==> src/rtl/mem_arbiter_if.sv <==
// Bundle of the I-cache, D-cache and unified memory signals seen by mem_arbiter.
// The master modport is the arbiter's view (it masters the memory port and
// answers both caches); the slave modport is the view of the surrounding
// caches and memory.
interface mem_arbiter_if #(
    parameter int ADDR_W = 28,
    parameter int DATA_W = 128
);
    logic              i_read;
    logic              i_write;
    logic [ADDR_W-1:0] i_addr;
    logic [DATA_W-1:0] i_wdata;
    logic [DATA_W-1:0] i_rdata;
    logic              i_ready;

    logic              d_read;
    logic              d_write;
    logic [ADDR_W-1:0] d_addr;
    logic [DATA_W-1:0] d_wdata;
    logic [DATA_W-1:0] d_rdata;
    logic              d_ready;

    logic              mem_read;
    logic              mem_write;
    logic [ADDR_W-1:0] mem_addr;
    logic [DATA_W-1:0] mem_wdata;
    logic [DATA_W-1:0] mem_rdata;
    logic              mem_ready;

    modport master (
        input  i_read, i_write, i_addr, i_wdata,
        output i_rdata, i_ready,
        input  d_read, d_write, d_addr, d_wdata,
        output d_rdata, d_ready,
        output mem_read, mem_write, mem_addr, mem_wdata,
        input  mem_rdata, mem_ready
    );

    modport slave (
        output i_read, i_write, i_addr, i_wdata,
        input  i_rdata, i_ready,
        output d_read, d_write, d_addr, d_wdata,
        input  d_rdata, d_ready,
        input  mem_read, mem_write, mem_addr, mem_wdata,
        output mem_rdata, mem_ready
    );
endinterface

==> src/rtl/mem_arbiter.sv <==
// mem_arbiter: shares one slow line-wide memory port between the I-cache and
// the D-cache. One transaction in flight; all memory-side outputs registered.
// Sequence per transaction: IDLE (grant) -> BUSY (wait mem_ready) -> DONE
// (one dead cycle so a stale, still-held request is not re-granted) -> IDLE.
// Build option: define MEM_ARB_RR_EN for round-robin arbitration on contention;
// left undefined, the D-cache has fixed priority.
module mem_arbiter #(
    parameter int ADDR_W = 28,
    parameter int DATA_W = 128
) (
    input  logic          clk,
    input  logic          rst,
    mem_arbiter_if.master bus
);
    typedef enum logic [1:0] {IDLE, BUSY, DONE} state_t;
    typedef enum logic {OWNER_D = 1'b0, OWNER_I = 1'b1} owner_t;

    state_t            state_q,     state_d;
    owner_t            owner_q,     owner_d;
    logic              mem_read_q,  mem_read_d;
    logic              mem_write_q, mem_write_d;
    logic [ADDR_W-1:0] mem_addr_q,  mem_addr_d;
    logic [DATA_W-1:0] mem_wdata_q, mem_wdata_d;
    logic [DATA_W-1:0] i_rdata_q,   i_rdata_d;
    logic [DATA_W-1:0] d_rdata_q,   d_rdata_d;
    logic              i_ready_q,   i_ready_d;
    logic              d_ready_q,   d_ready_d;

    logic i_pend;
    logic d_pend;
    logic grant_i;

    // Decide which requester would win if a grant were made this cycle.
    always_comb begin
        i_pend = bus.i_read | bus.i_write;
        d_pend = bus.d_read | bus.d_write;
`ifdef MEM_ARB_RR_EN
        // On contention the cache that did not own the previous transaction wins.
        grant_i = i_pend && (!d_pend || owner_q == OWNER_D);
`else
        grant_i = i_pend && !d_pend;
`endif
    end

    // Next-state and registered-output computation for the transaction sequencer.
    always_comb begin
        // NOTE: every signal gets its hold value first so no path leaves it unassigned (no latches).
        state_d     = state_q;
        owner_d     = owner_q;
        mem_read_d  = mem_read_q;
        mem_write_d = mem_write_q;
        mem_addr_d  = mem_addr_q;
        mem_wdata_d = mem_wdata_q;
        i_rdata_d   = i_rdata_q;
        d_rdata_d   = d_rdata_q;
        i_ready_d   = 1'b0;
        d_ready_d   = 1'b0;

        unique case (state_q)
            IDLE: begin
                if (i_pend || d_pend) begin
                    state_d = BUSY;
                    if (grant_i) begin
                        owner_d     = OWNER_I;
                        mem_write_d = bus.i_write;   // write wins over read
                        mem_read_d  = !bus.i_write;
                        mem_addr_d  = bus.i_addr;
                        mem_wdata_d = bus.i_wdata;
                    end else begin
                        owner_d     = OWNER_D;
                        mem_write_d = bus.d_write;
                        mem_read_d  = !bus.d_write;
                        mem_addr_d  = bus.d_addr;
                        mem_wdata_d = bus.d_wdata;
                    end
                end
            end
            BUSY: begin
                if (bus.mem_ready) begin
                    state_d     = DONE;
                    mem_read_d  = 1'b0;
                    mem_write_d = 1'b0;
                    if (owner_q == OWNER_I) begin
                        i_ready_d = 1'b1;
                        if (mem_read_q) i_rdata_d = bus.mem_rdata;
                    end else begin
                        d_ready_d = 1'b1;
                        if (mem_read_q) d_rdata_d = bus.mem_rdata;
                    end
                end
            end
            DONE:    state_d = IDLE;
            default: state_d = IDLE;
        endcase
    end

    // State and output registers with synchronous reset.
    always_ff @(posedge clk) begin
        // NOTE: the wide data registers are reset too, because every output must read 0 after reset.
        if (rst) begin
            state_q     <= IDLE;
            owner_q     <= OWNER_D;
            mem_read_q  <= 1'b0;
            mem_write_q <= 1'b0;
            mem_addr_q  <= '0;
            mem_wdata_q <= '0;
            i_rdata_q   <= '0;
            d_rdata_q   <= '0;
            i_ready_q   <= 1'b0;
            d_ready_q   <= 1'b0;
        end else begin
            // NOTE: non-blocking assignments so all flops update from the same pre-edge values.
            state_q     <= state_d;
            owner_q     <= owner_d;
            mem_read_q  <= mem_read_d;
            mem_write_q <= mem_write_d;
            mem_addr_q  <= mem_addr_d;
            mem_wdata_q <= mem_wdata_d;
            i_rdata_q   <= i_rdata_d;
            d_rdata_q   <= d_rdata_d;
            i_ready_q   <= i_ready_d;
            d_ready_q   <= d_ready_d;
        end
    end

    assign bus.mem_read  = mem_read_q;
    assign bus.mem_write = mem_write_q;
    assign bus.mem_addr  = mem_addr_q;
    assign bus.mem_wdata = mem_wdata_q;
    assign bus.i_rdata   = i_rdata_q;
    assign bus.d_rdata   = d_rdata_q;
    assign bus.i_ready   = i_ready_q;
    assign bus.d_ready   = d_ready_q;
endmodule

==> src/flat_wrapper.sv <==
// flat-port wrapper written by rule: the top's interface ports become plain ports
module mem_arbiter_flat 
#(
    parameter int ADDR_W = 28,
    parameter int DATA_W = 128
)
  (clk, rst, bus_i_read, bus_i_write, bus_i_addr, bus_i_wdata, bus_i_rdata, bus_i_ready, bus_d_read, bus_d_write, bus_d_addr, bus_d_wdata, bus_d_rdata, bus_d_ready, bus_mem_read, bus_mem_write, bus_mem_addr, bus_mem_wdata, bus_mem_rdata, bus_mem_ready);
  mem_arbiter_if #(.ADDR_W(ADDR_W), .DATA_W(DATA_W)) bus_i ();
  input  logic clk;
  input  logic rst;
  input wire logic [$bits(bus_i.i_read)-1:0] bus_i_read;
  input wire logic [$bits(bus_i.i_write)-1:0] bus_i_write;
  input wire logic [$bits(bus_i.i_addr)-1:0] bus_i_addr;
  input wire logic [$bits(bus_i.i_wdata)-1:0] bus_i_wdata;
  output wire logic [$bits(bus_i.i_rdata)-1:0] bus_i_rdata;
  output wire logic [$bits(bus_i.i_ready)-1:0] bus_i_ready;
  input wire logic [$bits(bus_i.d_read)-1:0] bus_d_read;
  input wire logic [$bits(bus_i.d_write)-1:0] bus_d_write;
  input wire logic [$bits(bus_i.d_addr)-1:0] bus_d_addr;
  input wire logic [$bits(bus_i.d_wdata)-1:0] bus_d_wdata;
  output wire logic [$bits(bus_i.d_rdata)-1:0] bus_d_rdata;
  output wire logic [$bits(bus_i.d_ready)-1:0] bus_d_ready;
  output wire logic [$bits(bus_i.mem_read)-1:0] bus_mem_read;
  output wire logic [$bits(bus_i.mem_write)-1:0] bus_mem_write;
  output wire logic [$bits(bus_i.mem_addr)-1:0] bus_mem_addr;
  output wire logic [$bits(bus_i.mem_wdata)-1:0] bus_mem_wdata;
  input wire logic [$bits(bus_i.mem_rdata)-1:0] bus_mem_rdata;
  input wire logic [$bits(bus_i.mem_ready)-1:0] bus_mem_ready;
  assign bus_i.i_read = bus_i_read;
  assign bus_i.i_write = bus_i_write;
  assign bus_i.i_addr = bus_i_addr;
  assign bus_i.i_wdata = bus_i_wdata;
  assign bus_i_rdata = bus_i.i_rdata;
  assign bus_i_ready = bus_i.i_ready;
  assign bus_i.d_read = bus_d_read;
  assign bus_i.d_write = bus_d_write;
  assign bus_i.d_addr = bus_d_addr;
  assign bus_i.d_wdata = bus_d_wdata;
  assign bus_d_rdata = bus_i.d_rdata;
  assign bus_d_ready = bus_i.d_ready;
  assign bus_mem_read = bus_i.mem_read;
  assign bus_mem_write = bus_i.mem_write;
  assign bus_mem_addr = bus_i.mem_addr;
  assign bus_mem_wdata = bus_i.mem_wdata;
  assign bus_i.mem_rdata = bus_mem_rdata;
  assign bus_i.mem_ready = bus_mem_ready;
  mem_arbiter #(.ADDR_W(ADDR_W), .DATA_W(DATA_W)) u_core (.clk(clk), .rst(rst), .bus(bus_i));
endmodule
==> config.mk <==
export PLATFORM = sky130hd
export DESIGN_NAME = mem_arbiter_flat
export DESIGN_NICKNAME = d
export VERILOG_FILES = /design/src/rtl/mem_arbiter_if.sv /design/src/rtl/mem_arbiter.sv /design/src/flat_wrapper.sv
export SDC_FILE = /design/constraint.sdc
export NUM_CORES = 1
export LEC_CHECK = 0
export BUFFER_PORTS_ARGS = -buffer_cell sky130_fd_sc_hd__buf_4
export CAP_MARGIN = 30
export CORE_AREA = 3 3 339 341
export CTS_CLUSTER_SIZE = 16
export DETAILED_ROUTE_END_ITERATION = 8
export DIE_AREA = 0 0 342 344
export MAX_ROUTING_LAYER = met4
export PLACE_DENSITY_LB_ADDON = 0.15
export REMOVE_ABC_BUFFERS = 1
export SLEW_MARGIN = 20
export SYNTH_ARGS = -nofsm -noshare
export SYNTH_HDL_FRONTEND = slang
export SYNTH_SLANG_ARGS = --single-unit
==> constraint.sdc <==
create_clock -name clk -period 1.7 [get_ports clk]
set_input_delay 0.17 -clock clk [delete_from_list [all_inputs] [get_ports clk]]
set_output_delay 0.17 -clock clk [all_outputs]
set_load 0.01 [all_outputs]
Yosys cells after proc, flatten, opt, wreduce, memory -nomap -nowiden
Cells that the tools add are included.
- bits in registers: 419
- bits of input ports: 447
- output and inout port bits: 416
- logic and storage cells: 46
- equality and inequality tests: 3
- muxes and demuxes: 15
- bitwise gates (word level): 5
- reduce and logical (&&, ||, !) cells: 13
- operators by type and width (operator ; number):
    $mux 128 ; 1
    $mux 28 ; 1
    $mux 1 ; 8
    $reduce_and 4->1 ; 2
    $mux 2 ; 2
    $pmux 1 s2 ; 2
    $pmux 2 s2 ; 1
    $reduce_and 2->1 ; 2
    $logic_not 1->1 ; 3
    $not 1->1 ; 3
    $reduce_and 3->1 ; 1
    $reduce_or 3->1 ; 1
    $eq 2x1->1 const B ; 1
    $logic_not 2->1 ; 1
    $ne 2x1->1 const B ; 1
    $ne 2x2->1 const B ; 1
    $or 1x1->1 ; 2
    $reduce_bool 2->1 ; 1
    $logic_and 1x1->1 ; 1
    $logic_or 1x1->1 ; 1

Logic depth before layout (Yosys ltp)
Gate-level depths: netlist of the first run.
- depth after elaboration: 6
- depth in mapped cells: 6
- gate-level depth less buffers: 3

Worst setup path before layout of the first run
No wires, ideal clock.
- kind: flip-flop to flip-flop
- from: register u_core.state_q[1]
- to: register u_core.d_rdata_q[107] (netlist: u_core.bus.d_rdata[107])
- library setup time: 0.072 ns
- data arrival time: 1.410 ns
- data required time: 1.628 ns
- setup slack: 0.219 ns
- stages on the path, launching flop included: 6
- path buffers: 2
- period minus slack after synthesis: 1.481 ns
- cells stage by stage: dfxtp_1 nand3b_1 nor3b_1 buf_2 buf_4 mux2i_1
- longest elaborated chain between the ends: 2
- RTL lines (element ; line ; RTL):
    start: declaration ; mem_arbiter.sv:18 ; state_t state_q, state_d;
    start signal: assignment ; mem_arbiter.sv:113 ; state_q <= state_d;
    $eq 2x1->1 ; mem_arbiter.sv:59 ; unique case (state_q)
    $reduce_and 4->1 (no source line) ; - ;
    end signal: assignment ; mem_arbiter.sv:120 ; d_rdata_q <= d_rdata_d;
    end: declaration ; mem_arbiter.sv:25 ; logic [DATA_W-1:0] d_rdata_q, d_rdata_d;
Every way passes these cells.
A chain may end at the register's enable or synchronous reset.

Worst setup path in the final report of the first run
- from: input port bus_d_write
- to: register u_core.mem_wdata_q[77] (netlist: u_core.bus.mem_wdata[77])
- longest elaborated chain between the ends: 4
- elaborated cells on any way between the ends: 6
- those cells by class: mux (1); bitwise (1); reduce/logical (4)
- RTL lines (element ; line ; RTL):
    start: declaration ; flat_wrapper.sv:18 ; input wire logic [$bits(bus_i.d_write)-1:0] bus_d_write;
    $or 1x1->1 (*) ; mem_arbiter.sv:36 ; d_pend = bus.d_read | bus.d_write;
    $logic_not 1->1 ; mem_arbiter.sv:41 ; grant_i = i_pend && !d_pend;
    $logic_and 1x1->1 ; mem_arbiter.sv:41 ;
    $mux 128 ; mem_arbiter.sv:63 ; if (grant_i) begin
    end signal: assignment ; mem_arbiter.sv:118 ; mem_wdata_q <= mem_wdata_d;
    end: declaration ; mem_arbiter.sv:23 ; logic [DATA_W-1:0] mem_wdata_q, mem_wdata_d;
Every way passes the cells marked *; elsewhere a longest branch is shown, timed or not.

==> results of run 1 <==
-- Yosys cell counts --
| cell | number |
|---|---|
| a21oi_1 | 159 |
| a22oi_1 | 1 |
| a311oi_1 | 156 |
| and2_1 | 1 |
| buf_1 | 4 |
| buf_2 | 61 |
| buf_4 | 20 |
| buf_6 | 2 |
| clkbuf_1 | 123 |
| dfxtp_1 | 419 |
| inv_1 | 1 |
| mux2i_1 | 256 |
| nand2b_1 | 384 |
| nand3_1 | 157 |
| nand3b_1 | 1 |
| nand4_1 | 1 |
| nor2_1 | 6 |
| nor2b_1 | 2 |
| nor3_1 | 1 |
| nor3b_1 | 1 |
| nor4_2 | 1 |
| o211ai_1 | 3 |
| o21ai_0 | 150 |
| o21ai_1 | 7 |
| or2_2 | 3 |
| or4_1 | 2 |
-- per-layer routing --
layer  vias to the layer above  track usage, %
li1                       9532               -
met1                      9483            19.1
met2                       840            27.0
met3                       122            3.48
met4                         0            4.39
met5                         -               -
-- registers in the layout, indices dropped and copies added (netlist names), 2 cells and up --
| name | count |
|---|---|
| u_core.bus.d_rdata | 128 |
| u_core.bus.i_rdata | 128 |
| u_core.bus.mem_wdata | 128 |
| u_core.bus.mem_addr | 28 |
| u_core.state_q | 2 |
-- critical path, stage by stage --
cell	delay, ns
dlygate4sd3_1	0.53
buf_4	0.17
or4_4	0.68
buf_12	0.26
a21oi_1	0.21
a311oi_1	0.07
-- repair_timing --
action	4_1_cts	5_1_grt
pin swaps	2	1
buffers inserted	6	0
hold endpoints to repair	418	0
resized for setup	6	9
cloned	3	2
setup endpoints to repair	208	61
hold buffers	444	0
-- worst min path at each step --
stage,startpoint,to,slack (ns),cells past startpoint
floorplan,rst,u_core.bus.mem_read$_SDFFE_PP0P_,0.24,1
global placement,bus_mem_rdata[31],u_core.bus.i_rdata[31]$_SDFFE_PP0P_,0.45,3
detailed placement,bus_mem_rdata[55],u_core.bus.i_rdata[55]$_SDFFE_PP0P_,0.46,3
CTS,rst,u_core.bus.d_rdata[67]$_SDFFE_PP0P_,0.01,3
global route,rst,u_core.bus.d_rdata[67]$_SDFFE_PP0P_,0.07,3
finish,rst,u_core.bus.d_rdata[67]$_SDFFE_PP0P_,0.06,3
-- logic make-up after synthesis --
family	after synthesis	synth area share, %
buffers and inverters	211	5.27
and+or+nand+nor	560	18.2
DFF	419	46.1
muxes	256	14.1
AOI/OAI and AO/OA	476	16.4
-- layout make-up --
| class | count | area share [%] |
|---|---|---|
| inverter | 1 | 0.0111 |
| clock inverter | 22 | 0.936 |
| tap | 1500 | 5.57 |
| timing repair buffer | 1457 | 37.8 |
| sequential | 419 | 24.9 |
| multi-input combinational | 1292 | 26.4 |
| antenna | 7 | 0.0520 |
| clock buffer | 73 | 4.37 |
-- power groups by stage --
stage	logic (W)	clock network, W	registers, W
finish	0.00556	0.0118	0.0107
global route	0.00595	0.0126	0.0107
CTS	0.00561	0.0122	0.0107
detailed placement	0.00473	0	0.0109
global placement	0.00470	0	0.0109
floorplan	0.00153	0	0.0110
-- stage by stage --
step | setup slack, ns | hold WS, ns
3_3_place_gp | -0.233 | 0.452
4_1_cts | -0.0164 | 0.0134
2_1_floorplan | -13.13 | 0.239
6_report | 0.0175 | 0.0580
5_1_grt | -0.0100 | 0.0659
3_5_place_dp | -0.279 | 0.465
==> impl_summary.log, run 1 <==
[metrics] cell types occupying the most area after synthesis: dfxtp_1, mux2i_1, nand2b_1, a311oi_1, a21oi_1
[metrics] register area: 8390 um^2
[metrics] fraction of post-synthesis cell area in the top cell type by area: 46.1%
[metrics] area used by multi-input combinational logic: 8900 um^2
[metrics] Final Non-Filler Cells: 4,771
[metrics] status: completed
[metrics] crit path to: u_core.bus.mem_wdata[77]$_SDFFE_PP0P_
[metrics] wire length reported by the detailed router: 96,500 um
[metrics] clock power share: 42.0%
[metrics] synthesized instance count: 1,922
[metrics] max frequency: 594 MHz
[metrics] required time of the worst setup path: 2.20 ns
[metrics] startpoint of the worst setup timing path: bus_d_write
[metrics] Internal Pwr Total: 0.0204 W
[metrics] die height: 344 um
[metrics] Layout fillers: 11,755
[metrics] Via Count: 19,977
[metrics] Placer Congestion: 0.855
[metrics] starting density of the core: 16.2%
[metrics] worst min-delay path class: input pin to flip-flop
[metrics] cell taking the most area after synthesis: dfxtp_1
[metrics] number of sinks handled by clock tree synthesis: 419
[metrics] buffers added on ports: 862
[metrics] worst endpoint data arrival time: 2.18 ns
[metrics] count of unresolved DRC violations after routing: 0
[metrics] number of global-route vias before repair: 20,775
[metrics] Top-Level Pins: 863
[metrics] number of instances in the placed design: 4,215
[metrics] Met2 Routed Length: 47,100 um
[metrics] worst r2r dst: u_core.bus.d_rdata[12]$_SDFFE_PP0P_
[metrics] vias per cell: 4.19
[metrics] min cycle time layout: 1.68 ns
[metrics] number of routed nets with antenna violations: 0
[metrics] fraction of layout cells with a size suffix above 1: 33.9%
[metrics] Final Setup Violations: 0
[metrics] transition time at the pin with the least slew margin: 0.442 ns
[metrics] highest metal used: met4
[metrics] number of buffers between clock root and the deepest sink: 3
[metrics] final count of hold timing violations: 0
[metrics] leak pwr: 14.5 nW
[metrics] Total Negative Setup Slacks: 0 ns
[metrics] number of H-tree levels: 2
[metrics] top library cells by usage in the layout, fill and taps aside: buf_4, dlygate4sd3_1, dfxtp_1, nand2b_1, mux2i_1
[metrics] clock tree from TritonCTS: built
[metrics] total clock buffers created by CTS: 53
[metrics] beginning of the worst register-to-register path: u_core.state_q[1]$_SDFFE_PP0P_
[metrics] worst ir drop on vdd: 0.000672 V
[metrics] Final Slew Violations: 0
[metrics] clock transition at the register clock pins on the worst setup and hold paths after CTS: 0.06 ns
[metrics] area enclosed by the die boundary: 118,000 um^2
[metrics] DP HPWL: 73,400 um
[metrics] path depth of the worst reg2reg path: 6
[metrics] critical setup path kind: input pin to flip-flop
[metrics] floorplan row count: 123
[metrics] final worst clock skew: 0.0216 ns
[metrics] Design Power: 0.0280 W
[metrics] ratio of total power to cell area: 832 nW/um^2
[metrics] crit share post-route: 99.0%
[metrics] remaining global-route overflow: 0
[metrics] first-pass detailed-route iteration total: 5
[metrics] tightest slew margin relative to the limit: 70.5%
[metrics] average instance area after synthesis: 9.46 um^2
[metrics] first-pass GRT wire length: 138,000 um
[metrics] kind of end point of the critical path: flip-flop
[metrics] placed inst area: 27,200 um^2
[metrics] detailed-route wire length per cell: 20.2 um
[metrics] post-synthesis to final-layout area growth: 85.3%
[metrics] Max-Cap Viols: 0
[metrics] combinational share of power: 19.8%
[metrics] Routed met1 length: 40,000 um
[metrics] number of DRC markers after the initial detailed-route iteration: 954
[metrics] proportion of total power due to net switching: 27.2%
[metrics] Clock Latency Late Sink: 0.63 ns
[metrics] mapped cell area: 18,200 um^2
[metrics] number of distinct library cell variants in the gate-level netlist after synthesis: 26
[metrics] clock root cell: clkbuf_16
[metrics] register-to-register setup slack: 0.08 ns
[metrics] die width: 342 um
[metrics] number of synthesized register bits: 419
[metrics] sequential cell fraction of total power: 38.1%
[metrics] antenna violations before repair: 11
[metrics] Worst Path Max Fanout: 43
[metrics] met3 wirelength from detailed routing: 6780 um
[metrics] Total Nets Final: 3,671
[metrics] Seq/Total Area, Yosys: 46.1%
[metrics] net switching power figure: 0.00762 W
[metrics] post-route cell area: 33,700 um^2
[metrics] Setup crit start kind: input pin
[metrics] placeable core area: 112,000 um^2
[metrics] largest net degree at the start of global routing: 67
[metrics] setup repair after global routing missed its margin: true
[metrics] total routing usage reported by global routing: 15.9%
[metrics] most common cell after layout, fill and taps aside: buf_4
[metrics] Yosys Warn Count: 0
[metrics] final cell utilization of the core: 30.0%
Note: power is estimated with default switching activity, not from simulation.
==> run 2, diff against run 1 <==
--- a/config.mk
+++ b/config.mk
@@ -7,10 +7,10 @@
 export LEC_CHECK = 0
 export BUFFER_PORTS_ARGS = -buffer_cell sky130_fd_sc_hd__buf_4
 export CAP_MARGIN = 30
-export CORE_AREA = 3 3 339 341
+export CORE_AREA = 3 3 336 338
 export CTS_CLUSTER_SIZE = 16
 export DETAILED_ROUTE_END_ITERATION = 8
-export DIE_AREA = 0 0 342 344
+export DIE_AREA = 0 0 339 341
 export MAX_ROUTING_LAYER = met4
 export PLACE_DENSITY_LB_ADDON = 0.15
 export REMOVE_ABC_BUFFERS = 1
==> constraint.sdc (replaced) <==
create_clock -name clk -period 2 [get_ports clk]
set_input_delay 0.2 -clock clk [delete_from_list [all_inputs] [get_ports clk]]
set_output_delay 0.2 -clock clk [all_outputs]
set_load 0.01 [all_outputs]
==> run 2 against run 1 <==
Hold slack worse by 0.0081 ns. First-iteration DRC count is 21% lower. Global-route usage is 0.27 points higher. Critical path type is now flip-flop to flip-flop. Critical endpoint is now u_core.bus.d_rdata[4]$_SDFFE_PP0P_. Largest power group unchanged.
==> impl_summary.log, run 2 (synthesis gave the netlist of run 1 again) <==
[metrics] status: completed
[metrics] remaining global-route overflow: 0
[metrics] Worst Path Max Fanout: 29
[metrics] clock tree from TritonCTS: built
[metrics] detailed-route wire length per cell: 20.2 um
[metrics] first-pass detailed-route iteration total: 5
[metrics] ratio of total power to cell area: 727 nW/um^2
[metrics] number of instances in the placed design: 4,157
[metrics] worst slack at placement: 0.143 ns
[metrics] top library cells by usage in the layout, fill and taps aside: buf_4, dlygate4sd3_1, dfxtp_1, nand2b_1, mux2i_1
[metrics] number of global-route vias before repair: 20,842
[metrics] worst ir drop on vdd: 0.000649 V
[metrics] post-route cell area: 33,200 um^2
[metrics] number of sinks handled by clock tree synthesis: 419
[metrics] final count of hold timing violations: 0
[metrics] startpoint of the worst setup timing path: u_core.state_q[1]$_SDFFE_PP0P_
[metrics] die width: 339 um
[metrics] Clock Latency Late Sink: 0.62 ns
[metrics] number of DRC markers after the initial detailed-route iteration: 757
[metrics] Final Slew Violations: 0
[metrics] setup repair after global routing missed its margin: false
[metrics] post-synthesis to final-layout area growth: 82.3%
[metrics] Final Non-Filler Cells: 4,714
[metrics] worst endpoint data arrival time: 2.37 ns
[metrics] least setup slack across all paths after layout: 0.163 ns
[metrics] number of routed nets with antenna violations: 0
[metrics] kind of end point of the critical path: flip-flop
[metrics] Setup crit start kind: flip-flop
[metrics] number of H-tree levels: 2
[metrics] buffers added on ports: 862
[metrics] Placer Congestion: 0.854
[metrics] critical setup path kind: flip-flop to flip-flop
[metrics] crit path to: u_core.bus.d_rdata[4]$_SDFFE_PP0P_
[metrics] Max-Cap Viols: 0
[metrics] required time of the worst setup path: 2.53 ns
[metrics] register-to-register setup slack: 0.16 ns
[metrics] total routing usage reported by global routing: 16.2%
[metrics] max frequency: 544 MHz
[metrics] antenna violations before repair: 17
[metrics] most common cell after layout, fill and taps aside: buf_4
[metrics] fraction of layout cells with a size suffix above 1: 32.9%
[metrics] Total Nets Final: 3,613
[metrics] path depth of the worst reg2reg path: 5
[metrics] clock transition at the register clock pins on the worst setup and hold paths after CTS: 0.06 ns
[metrics] Via Count: 19,623
[metrics] die height: 341 um
[metrics] first-pass GRT wire length: 139,000 um
[metrics] placed inst area: 26,800 um^2
[metrics] placeable core area: 110,000 um^2
[metrics] crit share post-route: 91.8%
[metrics] beginning of the worst register-to-register path: u_core.state_q[1]$_SDFFE_PP0P_
[metrics] number of buffers between clock root and the deepest sink: 3
[metrics] worst min-delay path class: input pin to flip-flop
[metrics] transition time at the pin with the least slew margin: 0.539 ns
[metrics] tightest slew margin relative to the limit: 64.0%
[metrics] total clock buffers created by CTS: 54
[metrics] vias per cell: 4.16
[metrics] Top-Level Pins: 863
[metrics] floorplan row count: 122
[metrics] wire length reported by the detailed router: 95,200 um
[metrics] DP HPWL: 71,500 um
[metrics] area enclosed by the die boundary: 116,000 um^2
[metrics] count of unresolved DRC violations after routing: 0
[metrics] leak pwr: 14.2 nW
[metrics] post-cts sizing count: 0
[metrics] starting density of the core: 16.5%
[metrics] worst r2r dst: u_core.bus.d_rdata[4]$_SDFFE_PP0P_
[metrics] min cycle time layout: 1.84 ns
[metrics] worst hold slack: 0.0499 ns
[metrics] final worst clock skew: 0.0206 ns
[metrics] Final Setup Violations: 0
[metrics] largest net degree at the start of global routing: 69
[metrics] clock root cell: clkbuf_16
==> run 2: cell types whose count changed in the layout (fill, tap and decap cells not counted), sizes merged <==
cell         change
buf             -53
clkbuf          +16
clkinv           -8
diode            +8
inv              -4
bufinv           -3
clkinvlp         +3
dlygate4sd3      -3
bufbuf           -1
==> run 2: layout make-up <==
cell class | count | area [um^2]
Tap cell | 1488 | 1860
Sequential cell | 419 | 8390
Clock inverter | 10 | 158
Fill cell | 11667 | 77200
Timing Repair Buffer | 1398 | 12100
Antenna cell | 15 | 37.5
Multi-Input combinational cell | 1292 | 8890
Clock buffer | 91 | 1770
Inverter | 1 | 3.75
==> run 2: metal layers <==
layer | global-route usage [%] | share of wire (%)
met1 | 19.1 | 42
met2 | 27.6 | 49
met3 | 3.85 | 6.5
met4 | 4.47 | 2.8
met5 | - | 0
==> run 2: power breakdown <==
group | internal [W] | switching [W] | leakage, nW | total (W)
Sequential | 0.00878 | 0.000284 | 3.42 | 0.00906
Clock | 0.00650 | 0.00398 | 0.944 | 0.0105
Combinational | 0.00241 | 0.00217 | 9.82 | 0.00458
Total | 0.0177 | 0.00644 | 14.2 | 0.0241
==> run 2: timing repair <==
action	4_1_cts	5_1_grt
endpoints found under the hold margin	418	0
buffers inserted	0	0
hold buffers	441	0
==> run 2: worst min-delay path by stage <==
stage               cells past startpoint                                    to                                 start  slack [ns]
finish                                  3  u_core.bus.mem_wdata[9]$_SDFFE_PP0P_                        bus_d_wdata[9]        0.05
CTS                                     3  u_core.bus.mem_wdata[9]$_SDFFE_PP0P_                        bus_d_wdata[9]       0.005
global route                            3  u_core.bus.mem_wdata[9]$_SDFFE_PP0P_                        bus_d_wdata[9]      0.0005
global placement                        2  u_core.bus.d_rdata[116]$_SDFFE_PP0P_  u_core.bus.d_rdata[116]$_SDFFE_PP0P_        0.46
detailed placement                      2   u_core.bus.d_rdata[27]$_SDFFE_PP0P_   u_core.bus.d_rdata[27]$_SDFFE_PP0P_        0.46
floorplan                               1      u_core.bus.mem_read$_SDFFE_PP0P_                                   rst        0.27
==> run 2: critical path, stage by stage (launching register included) <==
cell and delay, ns:
dfxtp_1 0.35, nand3b_1 0.26, nor3b_2 0.35, buf_4 0.27
buf_12 0.25, mux2i_1 0.22
==> run 2: per-stage QoR <==
step	TNS (ns)	util [%]	total power, W
after floorplan	-2901.83	-	0.0107
after global placement	0	24.3	0.0131
final	0	30.1	0.0241
after CTS	0	30.0	0.0246
after global routing	0	30.1	0.0252
after detailed placement	0	24.3	0.0131
==> run 3, diff against run 2 <==
--- a/config.mk
+++ b/config.mk
@@ -7,10 +7,10 @@
 export LEC_CHECK = 0
 export BUFFER_PORTS_ARGS = -buffer_cell sky130_fd_sc_hd__buf_4
 export CAP_MARGIN = 30
-export CORE_AREA = 3 3 336 338
+export CORE_AREA = 2 2 335 337
 export CTS_CLUSTER_SIZE = 16
 export DETAILED_ROUTE_END_ITERATION = 8
-export DIE_AREA = 0 0 339 341
+export DIE_AREA = 0 0 337 339
 export MAX_ROUTING_LAYER = met4
 export PLACE_DENSITY_LB_ADDON = 0.15
 export REMOVE_ABC_BUFFERS = 1
==> run 3 against run 2 <==
Via count up 0.11%. Clock-buffer cell count down 12. Critical endpoint is now u_core.bus.mem_wdata[68]$_SDFFE_PP0P_. Design area down 0.45%. Utilization down 0.13 points.
==> impl_summary.log, run 3 (synthesis gave the netlist of run 1 again) <==
[metrics] leak pwr: 14.2 nW
[metrics] detailed-route wire length per cell: 19.9 um
[metrics] DP HPWL: 71,200 um
[metrics] Met2 Routed Length: 46,000 um
[metrics] total routing usage reported by global routing: 15.9%
[metrics] number of H-tree levels: 2
[metrics] status: completed
[metrics] first-pass GRT wire length: 134,000 um
[metrics] number of routed nets with antenna violations: 0
[metrics] worst hold slack: 0.0636 ns
[metrics] most common cell after layout, fill and taps aside: buf_4
[metrics] clock tree from TritonCTS: built
[metrics] count of unresolved DRC violations after routing: 0
[metrics] Clock Latency Late Sink: 0.61 ns
[metrics] Total Nets Final: 3,619
[metrics] die width: 337 um
[metrics] setup repair after global routing missed its margin: false
[metrics] first-pass detailed-route iteration total: 7
[metrics] final worst clock skew: 0.0126 ns
[metrics] remaining global-route overflow: 0
[metrics] Final Setup Violations: 0
[metrics] top library cells by usage in the layout, fill and taps aside: buf_4, dlygate4sd3_1, dfxtp_1, nand2b_1, mux2i_1
[metrics] critical setup path kind: flip-flop to flip-flop
[metrics] starting density of the core: 16.5%
[metrics] worst min-delay path class: input pin to flip-flop
[metrics] Placer Congestion: 0.842
[metrics] wire length reported by the detailed router: 93,800 um
[metrics] antenna violations before repair: 15
[metrics] post-synthesis to final-layout area growth: 81.5%
[metrics] crit share post-route: 95.2%
[metrics] final count of hold timing violations: 0
[metrics] Top-Level Pins: 863
[metrics] met3 wirelength from detailed routing: 7210 um
[metrics] Setup crit start kind: flip-flop
[metrics] number of buffers between clock root and the deepest sink: 3
[metrics] Via Count: 19,645
[metrics] transition time at the pin with the least slew margin: 0.718 ns
[metrics] number of global-route vias before repair: 20,518
[metrics] largest net degree at the start of global routing: 84
[metrics] max frequency: 525 MHz
[metrics] number of sinks handled by clock tree synthesis: 419
[metrics] Total Negative Setup Slacks: 0 ns
[metrics] worst ir drop on vdd: 0.000528 V
[metrics] area enclosed by the die boundary: 114,000 um^2
[metrics] clock root cell: clkbuf_16
[metrics] Routed met1 length: 38,000 um
[metrics] fraction of layout cells with a size suffix above 1: 32.9%
[metrics] tightest slew margin relative to the limit: 52.1%
[metrics] worst endpoint data arrival time: 2.39 ns
[metrics] total clock buffers created by CTS: 53
[metrics] ratio of total power to cell area: 712 nW/um^2
[metrics] kind of end point of the critical path: flip-flop
[metrics] required time of the worst setup path: 2.48 ns
[metrics] number of DRC markers after the initial detailed-route iteration: 971
[metrics] Final Slew Violations: 0
[metrics] Worst Path Max Fanout: 13
[metrics] die height: 339 um
[metrics] Max-Cap Viols: 0
[metrics] buffers added on ports: 862
[metrics] floorplan row count: 122
[metrics] min cycle time layout: 1.90 ns
[metrics] placeable core area: 110,000 um^2
[metrics] clock transition at the register clock pins on the worst setup and hold paths after CTS: 0.06 ns
[metrics] vias per cell: 4.17
[metrics] highest metal used: met4
-- run 3: worst paths after layout --
check / from / endpoint / slack (ns) / cells after the start
min reg2reg: u_core.bus.d_rdata[44]$_SDFFE_PP0P_ / u_core.bus.d_rdata[44]$_SDFFE_PP0P_ / 0.47 / 2
max: u_core.state_q[1]$_SDFFE_PP0P_ / u_core.bus.mem_wdata[68]$_SDFFE_PP0P_ / 0.1 / 5
min: bus_d_wdata[83] / u_core.bus.mem_wdata[83]$_SDFFE_PP0P_ / 0.06 / 3
max reg2reg: u_core.state_q[1]$_SDFFE_PP0P_ / u_core.bus.mem_wdata[68]$_SDFFE_PP0P_ / 0.1 / 5
-- run 3: what timing repair did --
item | in CTS | in global routing
hold endpoints to repair | 417 | 0
gates resized for setup | 0 | 0
endpoints found under the setup margin | 0 | 3
hold buffers | 441 | 0
buffers inserted | 0 | 3
-- run 3: routing by layer --
metal	global-route usage, %	vias up
li1	-	9427
met1	18.1	9311
met2	27.2	778
met3	4.28	129
met4	4.48	0
met5	-	-
-- run 3: final cells by class --
class / instances / area [um^2]
Tap cell: 1488 / 1860
Timing Repair Buffer: 1405 / 12100
Clock inverter: 18 / 201
Inverter: 1 / 3.75
Sequential cell: 419 / 8390
Fill cell: 11638 / 77300
Antenna cell: 14 / 35.0
Clock buffer: 79 / 1560
Multi-Input combinational cell: 1292 / 8890
-- run 3: worst max-delay path, stage by stage (launching register included) --
cell and delay [ns]:
dfxtp_1 0.35, or2_2 0.37, nor2_4 0.20, buf_12 0.18, a311oi_1 0.10, dlygate4sd3_1 0.58
-- run 3: metrics by stage --
stage / instance area [um^2] / std cells / power [W] / utilization, % / worst slack (ns)
after floorplan: 17200 / 1712 / 0.0107 / - / -12.83
after CTS: 32900 / 4698 / 0.0239 / 29.8 / 0.0770
final: 33000 / 4716 / 0.0235 / 29.9 / 0.0956
after detailed placement: 26800 / 4160 / 0.0131 / 24.2 / 0.0459
after global routing: 33000 / 4714 / 0.0246 / 29.9 / 0.0127
after global placement: 26800 / 4160 / 0.0131 / 24.2 / 0.0921
-- run 3: report_power, final --
| part | internal, W | total [W] | switching (W) |
|---|---|---|---|
| clock network | 0.00589 | 0.00981 | 0.00392 |
| registers | 0.00878 | 0.00907 | 0.000295 |
| logic | 0.00245 | 0.00462 | 0.00217 |
